[src/rtl/mem_wb_stage.sv]
// mem_wb_stage: MEM->WB pipeline register with one-shot write enable, write history and saturating counters
module mem_wb_stage #(
  parameter int DATA_W = 16,
  parameter int REG_AW = 4,
  parameter int CNT_W  = 16
) (
  input  logic              CLK,
  input  logic              RST,
  input  logic              stall_i,
  input  logic              flush_i,
  input  logic              valid_i,
  input  logic              memtoreg_i,
  input  logic [REG_AW-1:0] regdst_i,
  input  logic              regwrite_i,
  input  logic [DATA_W-1:0] alures_i,
  input  logic [DATA_W-1:0] memres_i,
  output logic              valid_o,
  output logic              memtoreg_o,
  output logic [REG_AW-1:0] regdst_o,
  output logic              regwrite_o,
  output logic [DATA_W-1:0] alures_o,
  output logic [DATA_W-1:0] memres_o,
  output logic [DATA_W-1:0] wbdata_o,
  output logic              wb_we_o,
  output logic              hist_valid_o,
  output logic [REG_AW-1:0] hist_regdst_o,
  output logic [DATA_W-1:0] hist_data_o,
  output logic [CNT_W-1:0]  retire_cnt_o,
  output logic [CNT_W-1:0]  bubble_cnt_o
);
  logic              valid_q, valid_d;
  logic              memtoreg_q, memtoreg_d;
  logic [REG_AW-1:0] regdst_q, regdst_d;
  logic              regwrite_q, regwrite_d;
  logic [DATA_W-1:0] alures_q, alures_d;
  logic [DATA_W-1:0] memres_q, memres_d;
  logic              fresh_q, fresh_d;
  logic              hist_valid_q, hist_valid_d;
  logic [REG_AW-1:0] hist_regdst_q, hist_regdst_d;
  logic [DATA_W-1:0] hist_data_q, hist_data_d;
  logic [CNT_W-1:0]  retire_q, retire_d;
  logic [CNT_W-1:0]  bubble_q, bubble_d;
  logic              load;
  always_comb begin
    load          = ~flush_i & ~stall_i;
    wb_we_o       = valid_q & regwrite_q & fresh_q;
    wbdata_o      = memtoreg_q ? memres_q : alures_q;
    valid_d       = flush_i ? 1'b0 : load ? valid_i : valid_q;
    memtoreg_d    = flush_i ? 1'b0 : load ? memtoreg_i : memtoreg_q;
    regdst_d      = flush_i ? '0 : load ? regdst_i : regdst_q;
    regwrite_d    = flush_i ? 1'b0 : load ? (regwrite_i & valid_i) : regwrite_q;
    alures_d      = flush_i ? '0 : load ? alures_i : alures_q;
    memres_d      = flush_i ? '0 : load ? memres_i : memres_q;
    // fresh marks the first cycle an entry is present, so a held entry writes only once
    fresh_d       = load;
    hist_valid_d  = wb_we_o;
    hist_regdst_d = wb_we_o ? regdst_q : hist_regdst_q;
    hist_data_d   = wb_we_o ? wbdata_o : hist_data_q;
    retire_d      = (valid_q & fresh_q & ~&retire_q) ? retire_q + CNT_W'(1) : retire_q;
    bubble_d      = (~valid_q & ~&bubble_q) ? bubble_q + CNT_W'(1) : bubble_q;
  end
  always_ff @(posedge CLK) begin
    if (RST) begin
      valid_q       <= 1'b0;
      memtoreg_q    <= 1'b0;
      regdst_q      <= '0;
      regwrite_q    <= 1'b0;
      alures_q      <= '0;
      memres_q      <= '0;
      fresh_q       <= 1'b0;
      hist_valid_q  <= 1'b0;
      hist_regdst_q <= '0;
      hist_data_q   <= '0;
      retire_q      <= '0;
      bubble_q      <= '0;
    end else begin
      valid_q       <= valid_d;
      memtoreg_q    <= memtoreg_d;
      regdst_q      <= regdst_d;
      regwrite_q    <= regwrite_d;
      alures_q      <= alures_d;
      memres_q      <= memres_d;
      fresh_q       <= fresh_d;
      hist_valid_q  <= hist_valid_d;
      hist_regdst_q <= hist_regdst_d;
      hist_data_q   <= hist_data_d;
      retire_q      <= retire_d;
      bubble_q      <= bubble_d;
    end
  end
  assign valid_o       = valid_q;
  assign memtoreg_o    = memtoreg_q;
  assign regdst_o      = regdst_q;
  assign regwrite_o    = regwrite_q;
  assign alures_o      = alures_q;
  assign memres_o      = memres_q;
  assign hist_valid_o  = hist_valid_q;
  assign hist_regdst_o = hist_regdst_q;
  assign hist_data_o   = hist_data_q;
  assign retire_cnt_o  = retire_q;
  assign bubble_cnt_o  = bubble_q;
endmodule
[config.mk]
export PLATFORM = sky130hd
export DESIGN_NAME = mem_wb_stage
export DESIGN_NICKNAME = d
export VERILOG_FILES = /design/src/rtl/mem_wb_stage.sv
export SDC_FILE = /design/constraint.sdc
export NUM_CORES = 1
export LEC_CHECK = 0
export ABC_AREA = 0
export ABC_CLOCK_PERIOD_IN_PS = 1600
export CORE_MARGIN = 8
export CORE_UTILIZATION = 39
export DETAILED_ROUTE_END_ITERATION = 6
export PLACE_DENSITY = 0.76
export SKIP_CTS_REPAIR_TIMING = 1
export SKIP_LAST_GASP = 1
export SLEW_MARGIN = 15
export SYNTH_ARGS = -nofsm -noshare
export SYNTH_HDL_FRONTEND = slang
export SYNTH_SLANG_ARGS = --single-unit
[constraint.sdc]
create_clock -name CLK -period 1.6 [get_ports CLK]
set_input_delay 0.32 -clock CLK [delete_from_list [all_inputs] [get_ports CLK]]
set_output_delay 0.32 -clock CLK [all_outputs]
set_load 0.005 [all_outputs]
# After elaboration in Yosys (flattened, before gate mapping)
# Index checks and enable logic that the tools add are counted.
# Widths: inputs -> output; s select.
# totals
reg_bits,93
latch_bits,0
mem_bits_rw,0
mem_bits_ro,0
input_bits,43
out_inout_bits,109
mem_count,0
# classes
n_addsub,2
multipliers,0
n_div,0
order_cmp,0
eq_ne,0
shift,0
muxes,1
n_bitwise,10
n_reduce_logical,5
# ops
op,count
$add 16x1->16 const B,2
$reduce_and 16->1,2
$mux 16,1
$and 1x1->1,7
$not 1->1,3
$logic_not 1->1,2
$reduce_or 2->1,1

# Depth between registers and ports, before layout
# logic_depth
depth_word,3
ltp_mapped,8
depth_no_buf,5

# Worst setup path after synthesis
# Ideal clock, no wire load.
# synth_path
path_kind,register -> register
start,"register retire_q[0], in the netlist retire_cnt_o[0]"
end,"register retire_q[14], in the netlist retire_cnt_o[14]"
arrival_ns,1.600
required_ns,1.477
path_slack_ns,-0.123
path_stages_with_launch,6
n_path_buf,0
cell_sequence,dfxtp_1 -> ha_1 -> nand3_1 -> nor4_1 -> and4_1 -> mux2_1
# synth_via
elab_chain_cells,3
elab_cells_between_ends,4
cone_classes,add/sub: 1; bitwise: 1; reduce/logical: 2
# synth_lines
item,line,text
"start, declared",41,"logic [CNT_W-1:0] retire_q, retire_d;"
"start signal, assigned",87,retire_q <= retire_d;
"parallel branches: the longest is 3 deep, another holds $add 16x1->16",--,
# Parallel ways; which one is timed is not known.
# A chain may end at the register's enable or synchronous reset.

# Worst setup path in the final report
# layout_path
start,"register memtoreg_q, in the netlist memtoreg_o"
end,output port wbdata_o[15]
# layout_via
elab_chain_cells,1
# layout_lines
item,line,text
"start, declared",32,"logic memtoreg_q, memtoreg_d;"
"start signal, assigned",78,memtoreg_q <= memtoreg_d;
$mux 16,47,wbdata_o = memtoreg_q ? memres_q : alures_q;
"end, declared",23,"output logic [DATA_W-1:0] wbdata_o,"
# No other way between the ends.

==> out/qor.txt <==
initial antenna violation count - 0
cell taking the most area after synthesis - dfxtp_1
worst r2r src - retire_cnt_o[4]
Diodes inserted - 0
vias in the first global route - 4030
NumNets Final - 685
hold violation total from the final report - 0
sequential share of the synthesized area - 0.478
EDFF count, synth - 0
FILL cells - 725
worst hold slack - 0.340 ns
worst setup margin - -0.269 ns
Vias - 4045
CTS root buf - clkbuf_8
cell count after placement - 742
Yosys warnings - 0
count of unique library cells instantiated by Yosys - 42
area of the multi-input gates - 2130 um2
die area - 13500 um2
Hold Path Sink - retire_cnt_o[4]
largest net degree at the start of global routing - 42
Crit. End Element - output port
post-synthesis cell count - 427
Leak - 3.59 nW
Slew Viols, Final - 0
starting density of the core - 0.401
failing checks - setup timing
ys async rst share - 0
vias per cell - 5.20
port buffer count - 151
max-cap violation count - 0
worst hold path cell count - 2
Cell Rows - 36
worst path arrival time - 1.55 ns
Register Area - 1970 um2
WL per Instance - 17.6 um
Required @ worst endpoint - 1.28 ns
DRC - 0
top post-synthesis cells by area - dfxtp_1, mux2i_1, nor2_1
share of the synthesized area in the top cell type - 0.478
layout cells sized above 1 - 0.332
Chip Width - 116 um
first-pass GRT wire length - 20.0 mm
ANT nets after route - 0
most frequent cells in the layout - nor2_1, clkdlybuf4s50_1, buf_4
commonest non-fill, non-tap cell in the layout - nor2_1
# IOs - 152
Initial DRC Count - 99
clock buffer depth - 2
remaining global-route overflow - 0
Cell Area, Synth - 3900 um2
area grow syn2layout - 72.9%
Critical Path Start Type - flip-flop
syn nets - 472
number of CTS-inserted buffers - 9
Die H - 116 um
post-synthesis register bit count - 93
CTS tree - done
endpoints failing setup - 16
RD Place Congestion - 0.839
clock sink count - 93
htree depth - 3
worst reg-to-reg setup slack - 0 ns
worst setup path class - reg -> out
reg-to-reg endpoint - retire_cnt_o[14]
clk_lat worst skew - 0.36 ns
DP Worst Slack - -0.0912 ns
Power Dens Cells - 678 nW/um2
RSZ-0062 raised after global routing - yes
post-DP HPWL - 9.84 mm
status - complete, but fails checks
Worst-path clk slew - 0.09 ns
Tmin final - 1.87 ns
TritonRoute pass-1 iters - 4
Final Non-Filler Cells - 778
Worst Hold Launch - RST
Hold Crit Class - in -> reg
Achievable Freq - 535 MHz
Post-Syn Area per Cell - 9.13 um2
top_reg_cell synth - dfxtp_1
R2R cell count - 5
Slew @ Worst Pin - 0.384 ns
final wirelength - 13.7 mm
overall global routing resource usage - 0.191
core area - 9730 um2
part of the cycle the worst path needs - 1.17
worst-case vdd ir drop - 0.447 mV
Critical Path Fanout Max - 5
Layout Skew - 0.00694 ns
Slew Limit Headroom - 0.741
==> cells by family (layout without fill, tap and decap cells) <==
kind of cell / count (synthesis) / after routing / share of synthesized area
and+or+nand+nor: 190 / 190 / 0.238
adders and majority gates: 2 / 2 / 0.00642
xor gates and xnor gates: 4 / 4 / 0.00898
buffers and inverters: 29 / 247 / 0.0298
AOI/OAI and AO/OA: 51 / 51 / 0.0844
DFF: 93 / 93 / 0.478
muxes: 58 / 58 / 0.155
==> synthesized netlist by cell type (2+ instances only) <==
cell	instances
nor4_2	2
o2111ai_1	3
ha_1	2
buf_2	6
buf_1	2
inv_1	3
mux2_2	16
nand4_1	9
nor4_1	5
mux2i_1	40
dfxtp_1	93
clkbuf_1	18
nor3_1	23
nand2_1	22
o31a_1	3
o31ai_1	4
a211oi_1	2
nor2_1	89
and4b_1	3
nor2b_1	3
o21ai_0	7
or4_1	4
nand3_1	7
or2_2	2
xor2_1	4
nand4_2	2
mux2_1	2
o21a_1	3
o41ai_1	2
and3_1	4
o311ai_0	3
and2_1	2
and4_1	2
or3_1	8
o21ai_1	2
a21oi_1	19
==> worst max-delay path, cell delays in order (launching register included) <==
cell,delay [ns]
dfxtp_2,0.35
buf_6,0.11
buf_8,0.11
buf_4,0.11
mux2_2,0.34
dlymetal6s2s_1,0.16
==> per-stage QoR <==
step / total power, mW / setup TNS (ns) / util / cell area [um2]
finish: 4.57 / -2.02 / 0.693 / 6740
floorplan: 2.61 / -0.0361 / - / 3960
global route: 4.74 / -3.18 / 0.693 / 6740
global placement: 2.88 / -0.461 / 0.614 / 5970
CTS: 4.60 / -11.19 / 0.636 / 6190
detailed placement: 2.89 / -0.916 / 0.614 / 5970
==> flip-flops by register name (all words and copies together) (netlist names) <==
| signal | flops |
|---|---|
| memres_o | 16 |
| alures_o | 16 |
| bubble_cnt_o | 16 |
| fresh_q | 1 |
| memtoreg_o | 1 |
| hist_regdst_o | 4 |
| retire_cnt_o | 16 |
| regwrite_o | 1 |
| hist_valid_o | 1 |
| hist_data_o | 16 |
| regdst_o | 4 |
| valid_o | 1 |
==> power by group <==
group          total [mW]  internal [mW]  switching [mW]  leakage, nW
registers            2.38           2.34          0.0400        0.787
clock network        1.72          0.882           0.843        0.107
logic               0.465          0.286           0.179         2.69
==> routing by layer <==
layer	vias to the layer above	part of all wire	global-route usage
met2	151	0.47	0.306
met4	0	0.015	0.0769
met5	-	0	0
met1	1938	0.41	0.211
met3	13	0.11	0.0948
li1	1943	-	-
==> cell type report <==
| class | count | share of cell area |
|---|---|---|
| multi-input cells | 305 | 0.315 |
| flip-flops and latches | 93 | 0.293 |
| well taps | 133 | 0.0247 |
| inverters | 3 | 0.00167 |
| clock buffers | 10 | 0.0189 |
| clock inverters | 6 | 0.0128 |
| repair buffers | 228 | 0.334 |
==> worst max-delay path by stage <==
| stage | from | end | slack, ns | cells after the start |
|---|---|---|---|---|
| 2_1_floorplan | retire_cnt_o[0] | retire_cnt_o[14] | -0.04 | 5 |
| 3_3_place_gp | memtoreg_o | wbdata_o[15] | -0.04 | 3 |
| 3_5_place_dp | memtoreg_o | wbdata_o[15] | -0.09 | 3 |
| 4_1_cts | memtoreg_o | wbdata_o[15] | -0.51 | 3 |
| 5_1_grt | memtoreg_o | wbdata_o[15] | -0.31 | 5 |
| 6_report | memtoreg_o | wbdata_o[15] | -0.27 | 5 |
No activity file was read; power rests on OpenSTA's default activity.
